### src/rtl/div_seq_unit_if.sv
// Handshake and result bundle for the sequential divider.
// The master drives the request and operands; the slave returns results and status.
interface div_seq_unit_if #(
  parameter int WIDTH = 16
);
  logic             start;
  logic             sgn;
  logic [WIDTH-1:0] dividend;
  logic [WIDTH-1:0] divisor;
  logic [WIDTH-1:0] quotient;
  logic [WIDTH-1:0] remainder;
  logic             busy;
  logic             done;
  logic             dbz;
  logic             ovf;

  modport master (
    output start, sgn, dividend, divisor,
    input  quotient, remainder, busy, done, dbz, ovf
  );

  modport slave (
    input  start, sgn, dividend, divisor,
    output quotient, remainder, busy, done, dbz, ovf
  );
endinterface

### src/rtl/div_seq_unit.sv
// Sequential restoring divider, one quotient bit per clock.
// Signed mode divides magnitudes and then fixes the result signs, so the
// quotient truncates toward zero and the remainder takes the dividend's sign.
module div_seq_unit #(
  parameter int WIDTH = 16,
  parameter int CNT_W = 5
) (
  input  logic         clk,
  input  logic         rst,
  div_seq_unit_if.slave bus
);

  typedef enum logic [2:0] {
    S_IDLE,
    S_LOAD,
    S_ITER,
    S_FIX,
    S_DONE
  } state_t;

  localparam logic [WIDTH-1:0] MOST_NEG = {1'b1, {(WIDTH-1){1'b0}}};

  state_t           r_state;
  logic             r_sgn;
  logic [WIDTH-1:0] r_dvd;       // raw dividend as sampled with start
  logic [WIDTH-1:0] r_dvs;       // raw divisor as sampled with start
  logic [WIDTH-1:0] r_dvs_mag;   // divisor magnitude used by the iterations
  logic [WIDTH-1:0] r_prem;      // partial remainder, always below r_dvs_mag
  logic [WIDTH-1:0] r_wq;        // dividend bits shifting out, quotient bits shifting in
  logic [CNT_W-1:0] r_cnt;
  logic [WIDTH-1:0] r_quo;
  logic [WIDTH-1:0] r_rem;
  logic             r_busy;
  logic             r_done;
  logic             r_dbz;
  logic             r_ovf;

  logic [WIDTH:0]   w_prem;      // shifted partial remainder, one bit wider
  logic             w_ge;        // trial subtraction is non-negative
  logic [WIDTH-1:0] w_sub;
  logic             w_q_neg;
  logic             w_r_neg;
  logic             w_ovf;
  logic [WIDTH-1:0] w_dvd_mag;
  logic [WIDTH-1:0] w_dvs_mag;

  // Restoring step: the difference is below the divisor whenever it is kept,
  // so a WIDTH-bit subtraction is exact in that case.
  assign w_prem = {r_prem, r_wq[WIDTH-1]};
  assign w_ge   = (w_prem >= {1'b0, r_dvs_mag});
  assign w_sub  = w_prem[WIDTH-1:0] - r_dvs_mag;

  // Operand magnitudes; unsigned operands pass straight through.
  assign w_dvd_mag = (r_sgn && r_dvd[WIDTH-1]) ? -r_dvd : r_dvd;
  assign w_dvs_mag = (r_sgn && r_dvs[WIDTH-1]) ? -r_dvs : r_dvs;

  // Sign fix-up and overflow detection for the signed result.
  assign w_q_neg = r_sgn && (r_dvd[WIDTH-1] ^ r_dvs[WIDTH-1]);
  assign w_r_neg = r_sgn && r_dvd[WIDTH-1];
  assign w_ovf   = r_sgn && (r_dvd == MOST_NEG) && (r_dvs == {WIDTH{1'b1}});

  assign bus.quotient  = r_quo;
  assign bus.remainder = r_rem;
  assign bus.busy      = r_busy;
  assign bus.done      = r_done;
  assign bus.dbz       = r_dbz;
  assign bus.ovf       = r_ovf;

  // Control FSM with datapath and registered outputs; reset aborts any operation.
  always_ff @(posedge clk or negedge rst) begin
    if (!rst) begin
      r_state   <= S_IDLE;
      r_sgn     <= 1'b0;
      r_dvd     <= '0;
      r_dvs     <= '0;
      r_dvs_mag <= '0;
      r_prem    <= '0;
      r_wq      <= '0;
      r_cnt     <= '0;
      r_quo     <= '0;
      r_rem     <= '0;
      r_busy    <= 1'b0;
      r_done    <= 1'b0;
      r_dbz     <= 1'b0;
      r_ovf     <= 1'b0;
    end else begin
      case (r_state)
        S_IDLE: begin
          r_done <= 1'b0;
          if (bus.start) begin
            r_sgn   <= bus.sgn;
            r_dvd   <= bus.dividend;
            r_dvs   <= bus.divisor;
            r_busy  <= 1'b1;
            r_state <= S_LOAD;
          end
        end

        S_LOAD: begin
          if (r_dvs == '0) begin
            // Divide by zero short-circuits straight to a flagged result.
            r_quo   <= '1;
            r_rem   <= r_dvd;
            r_dbz   <= 1'b1;
            r_ovf   <= 1'b0;
            r_busy  <= 1'b0;
            r_done  <= 1'b1;
            r_state <= S_DONE;
          end else begin
            r_wq      <= w_dvd_mag;
            r_dvs_mag <= w_dvs_mag;
            r_prem    <= '0;
            r_cnt     <= CNT_W'(WIDTH - 1);
            r_state   <= S_ITER;
          end
        end

        S_ITER: begin
          if (w_ge) begin
            r_prem <= w_sub;
          end else begin
            r_prem <= w_prem[WIDTH-1:0];
          end
          r_wq <= {r_wq[WIDTH-2:0], w_ge};
          if (r_cnt == '0) begin
            r_state <= S_FIX;
          end else begin
            r_cnt <= r_cnt - 1'b1;
          end
        end

        S_FIX: begin
          r_quo   <= w_q_neg ? -r_wq : r_wq;
          r_rem   <= w_r_neg ? -r_prem : r_prem;
          r_dbz   <= 1'b0;
          r_ovf   <= w_ovf;
          r_busy  <= 1'b0;
          r_done  <= 1'b1;
          r_state <= S_DONE;
        end

        S_DONE: begin
          r_done  <= 1'b0;
          r_state <= S_IDLE;
        end

        default: begin
          r_busy  <= 1'b0;
          r_done  <= 1'b0;
          r_state <= S_IDLE;
        end
      endcase
    end
  end

endmodule
### src/flat_wrapper.sv
// flat-port wrapper written by rule: the top's interface ports become plain ports
module div_seq_unit_flat 
#(
  parameter int WIDTH = 16,
  parameter int CNT_W = 5
)
  (clk, rst, bus_start, bus_sgn, bus_dividend, bus_divisor, bus_quotient, bus_remainder, bus_busy, bus_done, bus_dbz, bus_ovf);
  div_seq_unit_if #(.WIDTH(WIDTH)) bus_i ();
  input  logic clk;
  input  logic rst;
  input wire logic [$bits(bus_i.start)-1:0] bus_start;
  input wire logic [$bits(bus_i.sgn)-1:0] bus_sgn;
  input wire logic [$bits(bus_i.dividend)-1:0] bus_dividend;
  input wire logic [$bits(bus_i.divisor)-1:0] bus_divisor;
  output wire logic [$bits(bus_i.quotient)-1:0] bus_quotient;
  output wire logic [$bits(bus_i.remainder)-1:0] bus_remainder;
  output wire logic [$bits(bus_i.busy)-1:0] bus_busy;
  output wire logic [$bits(bus_i.done)-1:0] bus_done;
  output wire logic [$bits(bus_i.dbz)-1:0] bus_dbz;
  output wire logic [$bits(bus_i.ovf)-1:0] bus_ovf;
  assign bus_i.start = bus_start;
  assign bus_i.sgn = bus_sgn;
  assign bus_i.dividend = bus_dividend;
  assign bus_i.divisor = bus_divisor;
  assign bus_quotient = bus_i.quotient;
  assign bus_remainder = bus_i.remainder;
  assign bus_busy = bus_i.busy;
  assign bus_done = bus_i.done;
  assign bus_dbz = bus_i.dbz;
  assign bus_ovf = bus_i.ovf;
  div_seq_unit #(.WIDTH(WIDTH), .CNT_W(CNT_W)) u_core (.clk(clk), .rst(rst), .bus(bus_i));
endmodule
### config.mk
export PLATFORM = sky130hd
export DESIGN_NAME = div_seq_unit_flat
export DESIGN_NICKNAME = d
export VERILOG_FILES = /design/src/rtl/div_seq_unit_if.sv /design/src/rtl/div_seq_unit.sv /design/src/flat_wrapper.sv
export SDC_FILE = /design/constraint.sdc
export NUM_CORES = 1
export LEC_CHECK = 0
export BUFFER_PORTS_ARGS = -buffer_cell sky130_fd_sc_hd__buf_2
export CAP_MARGIN = 15
export CORE_MARGIN = 2
export CORE_UTILIZATION = 55
export CTS_CLUSTER_SIZE = 28
export DETAILED_ROUTE_END_ITERATION = 12
export PLACE_DENSITY = 0.75
export SLEW_MARGIN = 10
export SYNTH_ARGS = -nofsm -noshare
export SYNTH_HDL_FRONTEND = slang
export SYNTH_SLANG_ARGS = --single-unit
### constraint.sdc
create_clock -name clk -period 3 [get_ports clk]
set_input_delay 0.15 -clock clk [delete_from_list [all_inputs] [get_ports clk]]
set_output_delay 0.15 -clock clk [all_outputs]
set_load 0.1 [all_outputs]
==> flow_summary.ini <==
[flow_run]
drv_cap = 0

[die]
io-pin-count = 72
rows = 42
start_util_pct = 55.6
dieArea_um2 = 14200
die_x_um = 119
core_area_um2 = 13100
die_h_um = 119

[timing]
setup_tns_ps = 0
finalMaxSlewViolations = 0
rsz0062_at_grt = false
hold_violations = 0
layout_min_cycle_time_ps = 2710
whs_ps = 66.6
period_share_pct = 90.5
tightestPinTransition_ps = 1030
fmax_ghz = 0.368
slew_headroom_pct = 31.0
finalSetupViolCount = 0
skew_ps = 9.86

[setup_path]
r2r_start = u_core.r_wq[15]$_DFFE_PN0P_
worstSetupStartpointType = register
critical_path_required_ps = 3270
path_class = register to register
rrSetupSlack_ps = 290
r2r_cells = 10
r2r_end = u_core.r_prem[14]$_DFFE_PN0P_
endpoint = u_core.r_prem[14]$_DFFE_PN0P_
crit_path_end_kind = register
crit_fanout = 3
crit_start = u_core.r_wq[15]$_DFFE_PN0P_
cp_data_arrival_time_ps = 2980

[global_routing]
grt.overflow.total = 0
grt_pass1_wl_mm = 34.4
grt_max_degree = 81
grtUsageTotal_pct = 30.8
antenna_found_initial = 0
grt_pass1_vias = 6653

[logic_synthesis]
synth_commonest_cells = dfrtp_1, nand2_1, nor2_1
syn_area_per_cell_um2 = 9.16
syn_area_um2 = 7280
yosysTopAreaCell = dfrtp_1
synth_most_common_cell = dfrtp_1
synth_top_area_share_pct = 43.0
netlist_instances = 794
synth_flop_cell = dfrtp_1
synth-seq-cells = 125
ys_top_cells_by_area = dfrtp_1, nand2_1, mux2_2, xnor2_1, ha_1
synth-async-reset-ratio_pct = 100
synth-edff-count = 0
ys_warn_count = 0
synth_nets = 854
ys_seq_area_share_pct = 43.0
synth_cell_types = 69

[clock_tree]
cts_buffer_depth = 2
h-tree-depth = 4
post_cts.resized_instances = 0
cts_root_buf = clkbuf_16
tritoncts = built
insertion_delay_ps = 420
cts_buffers = 17
clk_pin_slew_ps = 50
cts_num_sinks = 125

[routing]
dr.first_iter.drc_count = 811
drtPass1Iterations = 5
wire_per_inst_um = 19.4
post-route-drc-count = 0
drtAntennaViolNets = 0
vias_per_cell = 6.15
vias = 6709
routed_wl_mm = 21.2

[layout]
num_antenna_cells = 0
multi_input_area_um2 = 3840
n_fill_cell = 1002
drive_gt1_share_pct = 18.6
area_growth_pct = 21.0
nets = 962
seqCellArea_um2 = 3130

[placement]
hpwl_mm = 14.7
gp_congestion = 0.919
io_buffers = 71

[outcome]
outcome = complete, no violations

[min_path]
min_path_type = primary input to register
[critical path, cell delays in order (launching register included)]
cell and delay (ps):
dfrtp_1 400, inv_1 110, ha_1 170, inv_1 50, fa_1 400, a21o_1 190, a221oi_1 470, o221ai_1 270
a21oi_1 240, xor2_1 180, o31ai_1 80
[through the flow]
| step | area [µm²] | setup WS [ps] | instances | util [%] |
|---|---|---|---|---|
| floorplan | 7280 | 653 | 794 | - |
| global placement | 7870 | 412 | 1025 | 60.1 |
| detailed placement | 7870 | 326 | 1025 | 60.1 |
| CTS | 8800 | 323 | 1091 | 67.3 |
| global route | 8800 | 153 | 1091 | 67.3 |
| finish | 8800 | 285 | 1091 | 67.3 |
[cell families (layout without fill, tap and decap cells)]
| kind of cell | after synthesis | in the layout | share of synthesized area, % |
|---|---|---|---|
| adder cells (fa/ha/maj) | 24 | 24 | 4.23 |
| AO/OA/AOI/OAI | 199 | 199 | 17.9 |
| flip-flops | 125 | 125 | 43.0 |
| AND/OR/NAND/NOR | 274 | 274 | 18.1 |
| multiplexers | 28 | 28 | 4.33 |
| XOR/XNOR | 68 | 68 | 8.19 |
| buffers and inverters | 76 | 197 | 4.32 |
[routing by layer]
layer	wire length (µm)	track usage (%)	vias to the layer above
li1	-	-	3063
met1	8930	40.7	3279
met2	10300	50.9	314
met3	1360	5.56	53
met4	583	11.5	0
met5	0	0	-
[registers in the layout, summed over array words and instances (netlist names)]
register and count:
u_core.bus.quotient 16, u_core.bus.remainder 16, u_core.r_dvd 16, u_core.r_dvs 16, u_core.r_dvs_mag 16, u_core.r_prem 16, u_core.r_wq 16, u_core.r_cnt 5
u_core.r_state 3, u_core.bus.busy 1, u_core.bus.dbz 1, u_core.bus.done 1, u_core.bus.ovf 1, u_core.r_sgn 1
[cells in the final DEF (no fill, tap or decap), types with 14 or more instances in the layout]
cell type      synthesis  layout
buf_4                  4      26
nand2_1              102     102
xnor2_1               36      36
nor3_1                27      26
o21ai_0               44      44
dlygate4sd3_1          0      34
o31ai_1               14      14
a31oi_1               21      21
a21oi_1               53      53
inv_1                 33      33
buf_2                  5      70
xor2_1                32      32
nor2_1                64      64
clkbuf_16              0      17
dfrtp_1              125     125
mux2_2                28      28
ha_1                  23      23
[worst min path at each step]
stage,from,end,slack [ps],depth (start not counted)
4_1_cts,bus_start,u_core.r_state[0]$_DFFE_PN0P_,60,3
3_5_place_dp,bus_divisor[1],u_core.r_dvs[1]$_DFFE_PN0P_,360,3
3_3_place_gp,bus_divisor[0],u_core.r_dvs[0]$_DFFE_PN0P_,360,3
6_report,bus_start,u_core.r_state[0]$_DFFE_PN0P_,70,3
2_1_floorplan,rst,u_core.bus.busy$_DFFE_PN0P_,-150,0
5_1_grt,bus_start,u_core.r_state[0]$_DFFE_PN0P_,80,3
[layout make-up]
type,count,area share [%]
Multi-Input combinational cell,593,43.7
Sequential cell,125,35.5
Timing Repair Buffer,130,10.1
Clock buffer,21,5.23
Tap cell,176,2.50
Clock inverter,11,1.49
Inverter,35,1.49
[repair_timing]
item,4_1_cts,5_1_grt
endpoints found under the hold margin,110,0
hold buffers,34,0
buffers inserted,0,0
Power is not shown: default switching activity piles up to over one toggle a cycle in this logic, so the estimate is an artifact.
